[src/rtl/twiddle_rotator_stage2.sv]
// twiddle_rotator_stage2
//   Stage-2 twiddle consumer for the 256-point pipeline FFT. Counts the
//   stage-2 butterfly outputs, drives the twiddle ROM address/enable, and
//   rotates each sample by the registered cos/sin pair (Q1.12), with
//   round-half-up and saturation. Latency in_valid -> out_valid is 3 cycles.
//
// Ports
//   clk, rst             : clock, synchronous active-high reset
//   in_valid, in_sof     : sample valid, start of frame (qualified by in_valid)
//   in_re, in_im         : signed input sample
//   rd_ptr_angle, en     : twiddle ROM address and read enable (combinational)
//   cos_data, sin_data   : registered ROM words, valid one cycle after en
//   out_valid, out_last  : output valid, last sample of frame (index N-1)
//   out_re, out_im       : rotated, rounded and saturated output sample
module twiddle_rotator_stage2 #(
    parameter int N            = 256,
    parameter int SIZE         = 8,
    parameter int LOG_L        = 2,
    parameter int WIDTH        = 16,
    parameter int bit_width_tw = 14
) (
    input  logic                           clk,
    input  logic                           rst,
    input  logic                           in_valid,
    input  logic                           in_sof,
    input  logic signed [WIDTH-1:0]        in_re,
    input  logic signed [WIDTH-1:0]        in_im,
    output logic        [SIZE-4:0]         rd_ptr_angle,
    output logic                           en,
    input  logic signed [bit_width_tw-1:0] cos_data,
    input  logic signed [bit_width_tw-1:0] sin_data,
    output logic                           out_valid,
    output logic                           out_last,
    output logic signed [WIDTH-1:0]        out_re,
    output logic signed [WIDTH-1:0]        out_im
);

    localparam int PW   = WIDTH + bit_width_tw;  // product width
    localparam int SW   = PW + 1;                // sum width
    localparam int FRAC = 12;                    // Q1.12 fraction bits

    localparam logic        [SIZE-1:0] LAST_IDX = SIZE'(N - 1);
    localparam logic signed [SW-1:0]   RND      = SW'(1 << (FRAC - 1));
    localparam logic signed [SW-1:0]   MAXV     = SW'((1 << (WIDTH - 1)) - 1);
    localparam logic signed [SW-1:0]   MINV     = ~MAXV;

    // Frame index
    logic [SIZE-1:0] cnt;
    logic [SIZE-1:0] cidx;

    always_comb begin
        cidx = (in_valid && in_sof) ? '0 : cnt;
    end

    always_ff @(posedge clk) begin
        if (rst) begin
            cnt <= '0;
        end else if (in_valid) begin
            cnt <= (cidx == LAST_IDX) ? '0 : cidx + 1'b1;
        end
    end

    // ROM address: entry 1 (-j) for the fourth quarter of every L-block
    always_comb begin
        rd_ptr_angle    = '0;
        rd_ptr_angle[0] = cidx[LOG_L-1] & cidx[LOG_L-2];
    end

    assign en = in_valid;

    // S1: sample aligned with the ROM output
    logic                    v1, last1;
    logic signed [WIDTH-1:0] re1, im1;

    always_ff @(posedge clk) begin
        if (rst) begin
            v1    <= 1'b0;
            last1 <= 1'b0;
            re1   <= '0;
            im1   <= '0;
        end else begin
            v1    <= in_valid;
            last1 <= in_valid && (cidx == LAST_IDX);
            re1   <= in_re;
            im1   <= in_im;
        end
    end

    // S2: four products
    logic                 v2, last2;
    logic signed [PW-1:0] p_rc, p_is, p_rs, p_ic;

    always_ff @(posedge clk) begin
        if (rst) begin
            v2    <= 1'b0;
            last2 <= 1'b0;
            p_rc  <= '0;
            p_is  <= '0;
            p_rs  <= '0;
            p_ic  <= '0;
        end else begin
            v2    <= v1;
            last2 <= last1;
            p_rc  <= PW'(re1) * PW'(cos_data);
            p_is  <= PW'(im1) * PW'(sin_data);
            p_rs  <= PW'(re1) * PW'(sin_data);
            p_ic  <= PW'(im1) * PW'(cos_data);
        end
    end

    // S3: (re + j*im) * (cos + j*sin); the ROM stores sin already negated,
    // so entry 1 (cos=0, sin=-1) rotates by -j.
    logic signed [SW-1:0] sum_re, sum_im, sh_re, sh_im;

    always_comb begin
        sum_re = SW'(p_rc) - SW'(p_is) + RND;
        sum_im = SW'(p_rs) + SW'(p_ic) + RND;
        sh_re  = sum_re >>> FRAC;
        sh_im  = sum_im >>> FRAC;
    end

    function automatic logic signed [WIDTH-1:0] sat(input logic signed [SW-1:0] v);
        if (v > MAXV)
            return {1'b0, {(WIDTH-1){1'b1}}};
        else if (v < MINV)
            return {1'b1, {(WIDTH-1){1'b0}}};
        else
            return v[WIDTH-1:0];
    endfunction

    always_ff @(posedge clk) begin
        if (rst) begin
            out_valid <= 1'b0;
            out_last  <= 1'b0;
            out_re    <= '0;
            out_im    <= '0;
        end else begin
            out_valid <= v2;
            out_last  <= last2;
            if (v2) begin
                out_re <= sat(sh_re);
                out_im <= sat(sh_im);
            end
        end
    end

endmodule

[config.mk]
export PLATFORM = sky130hd
export DESIGN_NAME = twiddle_rotator_stage2
export DESIGN_NICKNAME = d
export VERILOG_FILES = /design/src/rtl/twiddle_rotator_stage2.sv
export SDC_FILE = /design/constraint.sdc
export NUM_CORES = 2
export LEC_CHECK = 0
export ABC_AREA = 0
export CAP_MARGIN = 10
export CORE_ASPECT_RATIO = 0.6
export CORE_MARGIN = 2
export CORE_UTILIZATION = 45
export CTS_BUF_LIST = sky130_fd_sc_hd__clkbuf_16
export CTS_CLUSTER_SIZE = 25
export DETAILED_ROUTE_END_ITERATION = 12
export PLACE_DENSITY = 0.58
export SYNTH_ARGS = -nofsm -noshare
export SYNTH_HDL_FRONTEND = slang
export SYNTH_SLANG_ARGS = --single-unit
[constraint.sdc]
create_clock -name clk -period 14.4 [get_ports clk]
set_input_delay 3.6 -clock clk [delete_from_list [all_inputs] [get_ports clk]]
set_output_delay 3.6 -clock clk [all_outputs]
set_load 0.05 [all_outputs]
==> summary.md <==
| Metric | Value |
|---|---|
| Status | finished clean |
| Post-Route Skew | 0.0146 ns |
| CTS Buf Count | 17 |
| Tightest Pin Transition | 1.06 ns |
| Crit-path max FO | 15 |
| Critical path, cell by cell | clkdlybuf4s50_1 > clkinv_1 > buf_4 > fa_1 > fa_1 > inv_1 > fa_1 > fa_1 > fa_1 > inv_1 > fa_1 > inv_1 > ha_1 > and2_1 > a22o_1 > a311oi_1 > o41ai_2 > a2111oi_0 > o31ai_1 > xnor2_1 > nor2_1 |
| Via count | 30300 |
| Distinct cells, synth | 91 |
| Leakage Power | 22.8 nW |
| Cells on worst reg2reg path | 21 |
| Die Width | 402 microns |
| Post-cts sizing count | 0 |
| Final instance area | 0.0455 sq mm |
| Initial core utilization | 45.5% |
| Post-synth EDFFs | 0 |
| PwrDens | 195 mW/mm^2 |
| Net Sw Frac | 53.7% |
| Placed inst area | 0.0448 sq mm |
| Fmax | 92.5 MHz |
| Total design power | 0.00886 W |
| Max cap viols | 0 |
| Drt initial violations | 1802 |
| Detail Placement HPWL | 87800 microns |
| First-pass GRT wire length | 187000 microns |
| HP Start | last2 |
| DR pass1 iterations | 5 |
| Vias/cell | 5.12 |
| Final period util | 75.0% |
| Port Buffer Count | 99 |
| FF-to-FF End | p_rc[29] |
| Fin cells | 5926 |
| Clock slew at reported path FFs | 0.08 ns |
| CTS Sinks | 198 |
| Crit path arrival time | 11.20 ns |
| Slowest CP cell | clkdlybuf4s50_1 |
| Cts hold-fix bufs | 0 |
| Largest net degree at the start of global routing | 93 |
| Hold/Removal Path Class | reg2reg |
| Crit end category | register |
| Cell area after synthesis | 0.0427 sq mm |
| CP Launch Type | input port |
| Crit-path leading delay family | adder cells |
| Layout area overhead | 6.43% |
| Post-DRT Antenna Nets | 0 |
| Worst skew pair latency | 0.55 ns |
| CTS tree | done |
| GRT Residual Overflow | 0 |
| FF-to-FF setup slack | 7.27 ns |
| Crit path kind | in2reg |
| Share of layout cells above drive strength 1 | 3.31% |
| Layout net count | 6005 |
| Deepest level of the CTS H-tree | 4 |
| GRT Util Overall | 24.8% |
| Gate Count Post-Synth | 4705 |
| I/O Pins | 104 |
| RD Place Congestion | 0.882 |
| Final Hold Viols | 0 |
| Cell row count | 87 |
| Cell Int Power | 0.00410 W |
| Crit-path most repeated cell | fa_1 |
| Crit-path max cell delay | 0.79 ns |
| Min Tclk post-route | 10.81 ns |
| Synth Register Bits | 198 |
| Syn_area_per_cell | 9.08 sq um |
| Total placed cells including tap cells | 5893 |
| Slew Limit Headroom | 29.6% |
| Clock power share | 6.0% |
| DRC viols | 0 |
| CP required | 14.80 ns |
| Die ar. | 0.0975 sq mm |
| Post-Route WL | 112000 microns |
| R2r startpoint | re1[6] |
| Ys async rst share | 0% |
| Post-synth top flop | dfxtp_1 |
| Initial antenna violation count | 4 |
| Clock root cell | clkbuf_16 |
| Final slew viol count | 0 |
| RSZ-0062 raised after global routing | false |
| # setup viols final | 0 |
| Worst path bufs/invs | 6 |
| Vias in the first global route | 32700 |
| VDD IR max | 252 uV |
| Hold path depth | 1 |
| Psw | 0.00476 W |
| Reg power frac | 9.2% |
| Seq/Total Area, Yosys | 9.28% |
| DR WL/cell | 19.0 microns |
| Cell depth of the worst setup path | 21 |
| Setup bufs post-CTS | 0 |
| Die H | 243 microns |
| Share of total power in combinational logic | 84.8% |
| Setup TNS | 0 ns |
| Total core area | 0.0939 sq mm |
| Hold EP | out_last |
| Syn. warnings | 0 |
| Max clock buf depth | 2 |
==> synth_stat cells (12+ instances only) <==
library cell	count	area [sq um]
o21bai_1	17	128
fa_1	876	17500
nand2b_1	41	257
dfxtp_1	198	3960
nand2_1	427	1600
nand3_1	25	125
ha_1	399	4990
o21ai_1	12	60.1
a21oi_1	103	515
nand4_1	15	93.8
o21ai_0	70	350
a21o_1	65	488
and2_1	478	2990
o21a_1	21	158
nor2_1	240	901
a211oi_1	25	188
inv_1	1043	3920
xnor2_1	110	963
nor3_1	28	140
xor2_1	39	342
nor2b_1	70	438
clkbuf_1	206	773
==> worst reg2reg max path, cell delays in order, from the launching register on <==
cell       delay, ns
dfxtp_2         0.90
nand2_1         0.21
fa_1            0.62
fa_1            0.46
fa_1            0.54
inv_1           0.05
fa_1            0.46
fa_1            0.49
inv_1           0.05
fa_1            0.50
inv_1           0.06
ha_1            0.34
o21a_1          0.21
o21ai_0         0.28
a21oi_1         0.11
a31oi_1         0.44
o21ai_1         0.21
o221ai_1        0.31
nor3_1          0.09
a2111oi_1       0.45
xnor2_1         0.17
nor2_1          0.05
==> stage by stage <==
| stage | setup WS (ns) | utilization (%) | hold WS, ns |
|---|---|---|---|
| 2_1_floorplan | 4.94 | - | 0.414 |
| 3_3_place_gp | 3.24 | 47.7 | 0.418 |
| 3_5_place_dp | 3.06 | 47.7 | 0.426 |
| 4_1_cts | 3.66 | 48.4 | 0.446 |
| 5_1_grt | 3.20 | 48.4 | 0.480 |
| 6_report | 3.59 | 48.4 | 0.445 |
==> how the worst max path moves through the flow <==
stage / slack, ns / endpoint / start
2_1_floorplan: 4.94 / p_rc[29] / cos_data[13]
3_3_place_gp: 3.24 / p_rs[27] / sin_data[13]
3_5_place_dp: 3.06 / p_rs[27] / sin_data[13]
4_1_cts: 3.66 / p_rs[27] / sin_data[13]
5_1_grt: 3.20 / p_rs[27] / sin_data[13]
6_report: 3.59 / p_rs[27] / sin_data[13]
==> registers in the layout, indices dropped and copies added, names as in the netlist <==
register	flops
p_ic	30
v1	1
p_rc	30
cnt	8
out_re	16
v2	1
p_is	30
out_valid	1
out_im	16
last1	1
re1	16
im1	16
out_last	1
last2	1
p_rs	30
==> cells by family after synthesis <==
group / share of synthesized area [%]
simple gates: 16.4
compound gates: 7.15
mux: 0.126
buf+inv: 11.2
flops: 9.28
xor+xnor: 3.06
fa+ha+maj: 52.8
other cells: 0.00878
==> metal layers <==
| metal | part of all wire [%] | track usage, % | vias up |
|---|---|---|---|
| li1 | - | - | 14000 |
| met1 | 49 | 37.2 | 15400 |
| met2 | 42 | 37.1 | 781 |
| met3 | 6.5 | 4.55 | 84 |
| met4 | 1.8 | 5.26 | 0 |
| met5 | 0 | 0 | - |
==> final cells by class <==
class	instances	area, sq um
Sequential cell	198	3980
Inverter	1044	3920
Antenna cell	1	2.50
Fill cell	9061	48500
Multi-Input combinational cell	3248	34000
Timing Repair Buffer	157	1420
Clock inverter	15	178
Tap cell	1246	1560
Clock buffer	17	425
==> placed cells by master (no fill, tap or decap), types with 21 or more instances in the layout <==
cell | Yosys | routed
a211oi_1 | 25 | 25
o21a_1 | 21 | 21
and2_1 | 478 | 478
nand2_1 | 427 | 427
xnor2_1 | 110 | 110
nor3_1 | 28 | 28
ha_1 | 399 | 399
clkdlybuf4s50_1 | 0 | 95
xor2_1 | 39 | 39
nor2_1 | 240 | 240
buf_4 | 7 | 58
nand2b_1 | 41 | 41
o21ai_0 | 70 | 70
a21o_1 | 65 | 65
a21oi_1 | 103 | 103
dfxtp_1 | 198 | 185
nand3_1 | 25 | 25
nor2b_1 | 70 | 70
fa_1 | 876 | 876
inv_1 | 1043 | 1043
==> power by group through the flow <==
stage	clock (W)	sequential, W	combinational, W
2_1_floorplan	0	0.000838	0.00573
3_3_place_gp	0	0.000838	0.00744
3_5_place_dp	0	0.000836	0.00750
4_1_cts	0.000558	0.000824	0.00756
5_1_grt	0.000573	0.000831	0.00867
6_report	0.000532	0.000818	0.00751
Power figures use the tool's default switching activity.
==> RTL edit: new RTL, same flow settings <==
Register the input `in_im` before use, with the module's reset. The logic sees it one clock later. The other inputs are not delayed to match.
--- a/src/rtl/twiddle_rotator_stage2.sv
+++ b/src/rtl/twiddle_rotator_stage2.sv
@@ -46,2 +46,12 @@
 
+    logic signed [WIDTH-1:0] in_im_q;
+
+    always_ff @(posedge clk) begin
+        if (rst) begin
+            in_im_q <= '0;
+        end else begin
+            in_im_q <= in_im;
+        end
+    end
+
     // Frame index
@@ -84,3 +94,3 @@
             re1   <= in_re;
-            im1   <= in_im;
+            im1   <= in_im_q;
         end
Function: changed (a bounded check fails within 4 cycles, from zero or initial values and one cycle with rst high).
==> RTL edit against the original RTL <==
Power decreased by 14%; global-route usage decreased by 0.24 points; critical path type unchanged; sequential power increased by 4.0%; register-to-register slack got worse by 0.30 ns; largest power group unchanged; wire length increased by 1.3%; area after synthesis increased by 0.94%; critical path depth increased by 2; sequential cell count increased by 16; largest cell class unchanged; final area increased by 1.5%; worst setup slack improved by 0.049 ns.
==> RTL edit: results (changes against the original RTL) <==
Detailed routing
  – Initial DRT Pass Iterations: 6 (was 5)
  – Routed wire length: 114000 um (was 112000 um)
  – WL met2: 42500 um (was 47600 um)
  – Wire length on met3: 10100 um (was 7330 um)
  – Via count: 30600 (was 30300)
  – Initial drt markers: 2265 (was 1802)

CTS
  – Max clock buf depth: 3 (was 2)
  – Clock-pin slew on the worst setup and hold paths: 0.06 ns (was 0.08 ns)
  – Clk_lat worst skew: 0.61 ns (was 0.55 ns)

Finish
  – Multi-input comb cells: 3266 (was 3248)
  – Data buffer area share: 2.99% (was 3.11%)
  – Clk tree area frac: 1.98% (was 1.33%)
  – Nets@finish: 6046 (was 6005)
  – Multi-input gate area: 34000 sq um (about the same)
  – Layout filler cell count: 8993 (was 9061)
  – Layout cells sized above 1: 3.36% (was 3.31%)
  – Nonclk inv count: 1048 (was 1044)

Setup path
  – Worst r2r dst: p_is[28]$_SDFF_PP0_ (was p_rc[29]$_SDFF_PP0_)
  – CP max FO: 14 (was 15)
  – Worst reg2reg startpoint: im1[8]$_SDFF_PP0_ (was re1[6]$_SDFF_PP0_)

Min path
  – Min-delay src: v1$_SDFF_PP0_ (was last2$_SDFF_PP0_)
  – Hold Path Sink: v2$_SDFF_PP0_ (was out_last$_SDFF_PP0_)

Placement
  – Dpl hpwl: 87400 um (was 87800 um)

Global routing
  – Grt met2 use: 32.7% (was 37.1%)
  – Via count of the first global-routing pass: 31900 (was 32700)
  – Tot GR Track Use: 24.5% (was 24.8%)

Yosys
  – Synth top cells by count: inv_1, fa_1, and2_1, nand2_1, ha_1 (unchanged)
  – Average instance area after synthesis: 9.09 sq um (was 9.08 sq um)

Run status
  – Status: finished, final reports clean (unchanged)
-- RTL edit: changes by cell type after synthesis, sizes merged, moves of 7 or more --
cell / before / now
nand3: 25 / 34
xor2: 39 / 48
and2: 478 / 485
dfxtp: 198 / 214
xnor2: 110 / 95
and3: 11 / 23
o32ai: 12 / 0
nor2b: 70 / 84
nor2: 241 / 229
nand2b: 41 / 34
a21o: 66 / 58
-- RTL edit: report_power, final --
group / total [uW] / leakage (uW) / internal, uW / switching, uW
sequential: 851 / 0.00178 / 750 / 101
combinational: 6000 / 0.0210 / 2410 / 3600
clock: 736 / 0.000442 / 423 / 313
-- RTL edit: metrics by stage --
stage / hold slack [ns] / util (%) / worst slack, ns / cells
2_1_floorplan: 0.414 / - / 5.00 / 4747
3_3_place_gp: 0.418 / 47.9 / 3.27 / 5925
3_5_place_dp: 0.423 / 47.9 / 3.10 / 5925
4_1_cts: 0.438 / 48.9 / 3.73 / 5972
5_1_grt: 0.457 / 48.9 / 3.43 / 5972
6_report: 0.435 / 48.9 / 3.64 / 5973
